==> src/rtl/adder_pkg.sv <==
// ---------------------------------------------------------------------------
// adder_pkg
// Shared definitions for the ripple-carry full adder slice.
//   MAX_ADDER_WIDTH : widest legal operand width for full_adder.
//   majority3()     : carry function of a single full-adder cell.
//   ref_add()       : golden {carry, sum} of a + b + cin at the maximum
//                     width; narrower callers zero-extend their operands and
//                     keep the low WIDTH+1 bits of the result.
// ---------------------------------------------------------------------------
package adder_pkg;

    localparam int MAX_ADDER_WIDTH = 64;

    // Carry-out of one cell: set when at least two of the three inputs are set.
    function automatic logic majority3(input logic x, input logic y, input logic z);
        return (x & y) | (x & z) | (y & z);
    endfunction

    // Exact (MAX_ADDER_WIDTH+1)-bit result of a + b + cin, no truncation.
    function automatic logic [MAX_ADDER_WIDTH:0] ref_add(
        input logic [MAX_ADDER_WIDTH-1:0] a,
        input logic [MAX_ADDER_WIDTH-1:0] b,
        input logic                       cin
    );
        return {1'b0, a} + {1'b0, b} + {{MAX_ADDER_WIDTH{1'b0}}, cin};
    endfunction

endpackage : adder_pkg

==> src/rtl/fa_cell.sv <==
// ---------------------------------------------------------------------------
// fa_cell
// Purely combinational one-bit full adder, the leaf of the carry chain.
//   a, b  : addend bits
//   cin   : carry from the next lower cell (or the block carry-in)
//   s     : sum bit, a ^ b ^ cin
//   cout  : carry to the next higher cell, majority(a, b, cin)
// ---------------------------------------------------------------------------
module fa_cell
    import adder_pkg::*;
(
    input  logic a,
    input  logic b,
    input  logic cin,
    output logic s,
    output logic cout
);

    assign s    = a ^ b ^ cin;
    assign cout = majority3(a, b, cin);

endmodule : fa_cell

==> src/rtl/full_adder.sv <==
// ---------------------------------------------------------------------------
// full_adder
// Registered WIDTH-bit ripple-carry adder: {Cout, Sum} = A + B + Cin with
// exactly one cycle of latency and a valid qualifier.
//   clk       : rising-edge clock
//   reset     : asynchronous, active-high; clears Sum, Cout and out_valid
//   in_valid  : A/B/Cin are valid this cycle
//   A, B      : unsigned addends, WIDTH bits (legal WIDTH is 1..64)
//   Cin       : carry into bit 0
//   Sum       : registered sum
//   Cout      : registered carry out of the MSB cell
//   out_valid : Sum/Cout were produced from a valid input on the last edge
// When in_valid is low at an edge, Sum/Cout hold and out_valid drops.
// ---------------------------------------------------------------------------
module full_adder #(
    parameter int WIDTH = 1
) (
    input  logic             clk,
    input  logic             reset,
    input  logic             in_valid,
    input  logic [WIDTH-1:0] A,
    input  logic [WIDTH-1:0] B,
    input  logic             Cin,
    output logic [WIDTH-1:0] Sum,
    output logic             Cout,
    output logic             out_valid
);

    // carry_s[i] is the carry into cell i; carry_s[WIDTH] leaves the MSB.
    logic [WIDTH:0]   carry_s;
    logic [WIDTH-1:0] sum_s;

    logic [WIDTH-1:0] sum_d,   sum_q;
    logic             cout_d,  cout_q;
    logic             valid_d, valid_q;

    assign carry_s[0] = Cin;

    genvar gi;
    generate
        for (gi = 0; gi < WIDTH; gi++) begin : g_cell
            fa_cell u_cell (
                .a    (A[gi]),
                .b    (B[gi]),
                .cin  (carry_s[gi]),
                .s    (sum_s[gi]),
                .cout (carry_s[gi+1])
            );
        end
    endgenerate

    // Next-state: load the chain result on a valid input, otherwise hold.
    always_comb begin
        sum_d   = sum_q;
        cout_d  = cout_q;
        valid_d = in_valid;
        if (in_valid) begin
            sum_d  = sum_s;
            cout_d = carry_s[WIDTH];
        end else begin
            sum_d  = sum_q;
            cout_d = cout_q;
        end
    end

    // Output registers; reset discards any in-flight result immediately.
    always_ff @(posedge clk or posedge reset) begin
        if (reset) begin
            sum_q   <= {WIDTH{1'b0}};
            cout_q  <= 1'b0;
            valid_q <= 1'b0;
        end else begin
            sum_q   <= sum_d;
            cout_q  <= cout_d;
            valid_q <= valid_d;
        end
    end

    assign Sum       = sum_q;
    assign Cout      = cout_q;
    assign out_valid = valid_q;

endmodule : full_adder

==> config.mk <==
export PLATFORM = sky130hd
export DESIGN_NAME = full_adder
export DESIGN_NICKNAME = d
export VERILOG_FILES = /design/src/rtl/adder_pkg.sv /design/src/rtl/fa_cell.sv /design/src/rtl/full_adder.sv
export SDC_FILE = /design/constraint.sdc
export NUM_CORES = 1
export LEC_CHECK = 0
export ABC_AREA = 1
export CORE_AREA = 2 2 39 41
export CTS_CLUSTER_DIAMETER = 40
export CTS_CLUSTER_SIZE = 14
export DETAILED_ROUTE_END_ITERATION = 7
export DIE_AREA = 0 0 41 43
export GPL_TIMING_DRIVEN = 0
export SYNTH_ARGS = -nofsm -noshare
export SYNTH_HDL_FRONTEND = slang
export SYNTH_SLANG_ARGS = --single-unit
==> constraint.sdc <==
create_clock -name clk -period 1.15 [get_ports clk]
set_input_delay 0.1725 -clock clk [delete_from_list [all_inputs] [get_ports clk]]
set_output_delay 0.1725 -clock clk [all_outputs]
set_load 0.02 [all_outputs]
Word-level counts from Yosys, hierarchy flattened
Index checks and enable logic that the tools add are counted.
Operators by class
  bitwise operators: 7
Operator list (number)
  $and 1x1->1: 3
  $or 1x1->1: 2
  $xor 1x1->1: 2
Word-level totals
  register bits after elaboration: 3
  input port bits: 6
  output and inout port bits: 3
  word-level logic and storage cells: 10

Longest topological paths before layout
  word-level depth: 3
  mapped depth: 3
  mapped depth without buffers: 3

Cells and area by module
Synthesis repeated with hierarchy kept, for this count alone.
Unflattened totals
  cell total of the unflattened synthesis: 12
  area total of the unflattened synthesis: 125.1 µm²
By module, submodules not included
  full_adder: times used 1, cells an instance 11, area each 105.1 µm², sequential area each 75.1 µm²
  fa_cell: times used 1, cells an instance 1, area each 20.0 µm², sequential area each 0.0 µm²

Worst setup path after synthesis
No wires, ideal clock.
  path kind: input -> register
  from: in A
  to: reg sum_q (netlist: Sum)
  library setup time: 0.065 ns
  arrival: 0.778 ns
  required time: 1.085 ns
  setup slack: 0.307 ns
  stages on the path: 3
  path through: fa_1 -> nand2_1 -> nand2_1
On the way
  word-level cells in the longest chain between the ends: 2
Ends and longest elaborated chain
  from (decl): line full_adder.sv:21  | input logic [WIDTH-1:0] A,
  $xor 1x1->1 (2 in series): line fa_cell.sv:19  | assign s = a ^ b ^ cin;
  to (signal assigned): line full_adder.sv:69  | sum_q <= {WIDTH{1'b0}};
  to (signal assigned): line full_adder.sv:73  | sum_q <= sum_d;
  to (decl): line full_adder.sv:33  | logic [WIDTH-1:0] sum_d, sum_q;
Every way passes these cells.
A chain may end at the register's enable or synchronous reset.

Worst setup path after layout
  from: reg cout_q (netlist: Cout)
  to: out Cout
RTL lines
  from (decl): line full_adder.sv:34  | logic cout_d, cout_q;
  from (signal assigned): line full_adder.sv:74  | cout_q <= cout_d;
  to (decl): line full_adder.sv:25  | output logic Cout,
No word-level cell between the ends.

==> metrics.md <==
| Metric | Value |
|---|---|
| Final hold vios | `0` |
| Total leakage power | `0.1229 nW` |
| I/O Buffers | `8` |
| Maxcap violations | `0` |
| RSZ-0062 raised after global routing | `no` |
| Later-pin clock latency in the skew report | `230 ps` |
| Initial Util | `9.042%` |
| Number of vias per cell | `2.875` |
| Seq cells post-synth | `3` |
| CP arrival | `920 ps` |
| Placeable Area | `1384 um2` |
| Die H | `43 um` |
| Row count | `14` |
| Post-route ant nets | `0` |
| Type of the worst setup path | `reg2out` |
| Largest net degree at the start of global routing | `5` |
| Share of layout cells above drive strength 1 | `12.50%` |
| Synthesized area per cell | `10.43 um2` |
| Diodes inserted | `0` |
| CTS sink count | `3` |
| Placed Cells | `36` |
| First-pass GRT wire length | `427 um` |
| Reg2reg end | `Sum` |
| Outcome | `finished, final reports clean` |
| DR iter-0 viols | `3` |
| Reg clk slew, reported paths | `40 ps` |
| Die area | `1763 um2` |
| Pins Over Slew Limit | `0` |
| R2r worst-path depth | `2` |
| Routed wire per std cell | `6.800 um` |
| Worst hold-check slack | `111.7 ps` |
| Post-Syn Nets | `19` |
| Slew headroom | `86.52%` |
| Cell area after synthesis | `125.1 um2` |
| Max rail drop VDD | `0.2142 mV` |
| Die Wd | `41 um` |
| Most frequent cells in the layout | `nand2_1, clkdlybuf4s50_1, dfrtp_1, clkbuf_4, dlygate4sd2_1` |
| Filler cells | `164` |
| Critical Path Fanout Max | `2` |
| Max H-tree Level | `1` |
| Worst min path class | `in2async` |
| Worst Tran Pin Value | `203.0 ps` |
| Total Wirelength | `272 um` |
| Design area | `247.7 um2` |
| Post-route setup TNS | `0 ps` |
| Reg2Reg Launch Point | `Sum` |
| Synth unique cells | `4` |
| Fmax | `0.9131 GHz` |
| Layout Nets | `32` |
| Area growth, synth to finish | `98.00%` |
| Global placement routability congestion | `0.5957` |
| Critical Path Start Type | `register` |
| Slowest cell on the critical path | `dfrtp_1` |
| Initial antenna violation count | `0` |
| Routed via count | `115` |
| CP Capture Type | `primary output` |
| Crit. Startpoint | `Cout` |
| Crit-path cells | `dlygate4sd2_1` |
| IO Pins | `9` |
| Residual DRC | `0` |
| Post-Synthesis Cells | `12` |
| Clk buf depth | `2` |
| Buf/Inv on CP | `1` |
| Crit-path max cell delay | `370 ps` |
| Final setup fails | `0` |
| CTS root buf | `clkbuf_4` |
| GR Overflow Total | `0` |
| Commonest non-fill, non-tap cell in the layout | `nand2_1` |
| Worst setup skew after layout | `0 ps` |
| Worst path required time | `980 ps` |
| Largest delay share family, worst path | `flip-flops` |
| Yosys warns | `0` |
| TritonCTS Buffers | `3` |
| Sequential area share after synthesis | `60.00%` |
| R2R setup slack | `560 ps` |
| CTS tree | `built` |
| FF+latch area | `75.07 um2` |
| PwrDens | `1495 nW/um2` |
| Number of global-route vias before repair | `122` |
| All-layer global routing usage | `4.326%` |
| Final Critical Period | `1095 ps` |
| Crit path depth | `1` |
| Multi-input logic area | `42.54 um2` |
| Crit share post-route | `95.24%` |
| Drt pass-1 iters | `2` |
| Placed inst area | `225.2 um2` |
| Utilization after layout | `17.90%` |
| CTS Hold Buffers Added | `0` |
| Critical path endpoint | `Cout` |
| Non-Filler Instances | `40` |
-- metrics by stage --
| step | total power [mW] | worst slack [ps] |
|---|---|---|
| 3_3_place_gp | 0.1966 | -173.2 |
| 3_5_place_dp | 0.1985 | -183.7 |
| 4_1_cts | 0.3834 | 38.72 |
| 6_report | 0.3704 | 54.78 |
| 2_1_floorplan | 0.1515 | 307.3 |
| 5_1_grt | 0.4022 | 6.886 |
-- sequential cells by signal, indices dropped and copies added (netlist names) --
name and flops:
Sum 1, Cout 1, out_valid 1
-- Yosys cell counts, drive strengths merged --
cell / instances / share of area [%]
nand2: 6 / 18
dfrtp: 3 / 60
inv: 2 / 6.0
fa: 1 / 16
-- worst min-delay path by stage --
| stage | startpoint | cells past startpoint | end | slack [ps] |
|---|---|---|---|---|
| after CTS | reset | 2 | out_valid | 110 |
| final | reset | 2 | Cout | 110 |
| after global routing | reset | 2 | out_valid | 130 |
| after floorplan | reset | 1 | Cout | -70 |
| after global placement | reset | 2 | Sum | 350 |
| after detailed placement | reset | 2 | out_valid | 350 |
-- cell families (layout without fill, tap and decap cells) --
group | after synthesis | in the layout | share of synthesized area (%)
DFF | 3 | 3 | 60.00
adders and majority gates | 1 | 1 | 16.00
and+or+nand+nor | 6 | 6 | 18.00
buffers and inverters | 2 | 14 | 6.002
-- per-layer routing --
metal / share of wire [%] / global-route usage (%) / vias up / routed length [um]
li1: - / - / 57 / -
met1: 42 / 3.236 / 48 / 114
met2: 44 / 5.625 / 10 / 121
met3: 13 / 1.571 / 0 / 36
met4: 0 / 8.000 / 0 / 0
met5: 0 / 0 / - / 0
-- worst reg2reg max path: stages, from the launching register on --
cell and delay [ps]:
dfrtp_1 370, nand2_1 70, nand2_1 40
-- where the power goes --
group          switching, mW  leakage (nW)  internal (mW)
combinational         0.0324        0.0719         0.0327
sequential           0.00531        0.0360          0.117
clock                 0.0530        0.0150          0.130
total                 0.0906         0.123          0.280
-- what timing repair did --
action / CTS / global route
setup endpoints to repair: 3 / 0
setup buffers: 0 / 0
resized for setup: 3 / 0
-- layout make-up --
| type | instances | share of cell area (%) |
|---|---|---|
| Clock buffer | 4 | 10.61 |
| Inverter | 2 | 3.030 |
| Multi-Input combinational cell | 7 | 17.17 |
| Sequential cell | 3 | 30.30 |
| Tap cell | 16 | 8.081 |
| Timing Repair Buffer | 8 | 30.81 |
(Power assumes the default switching activity.)
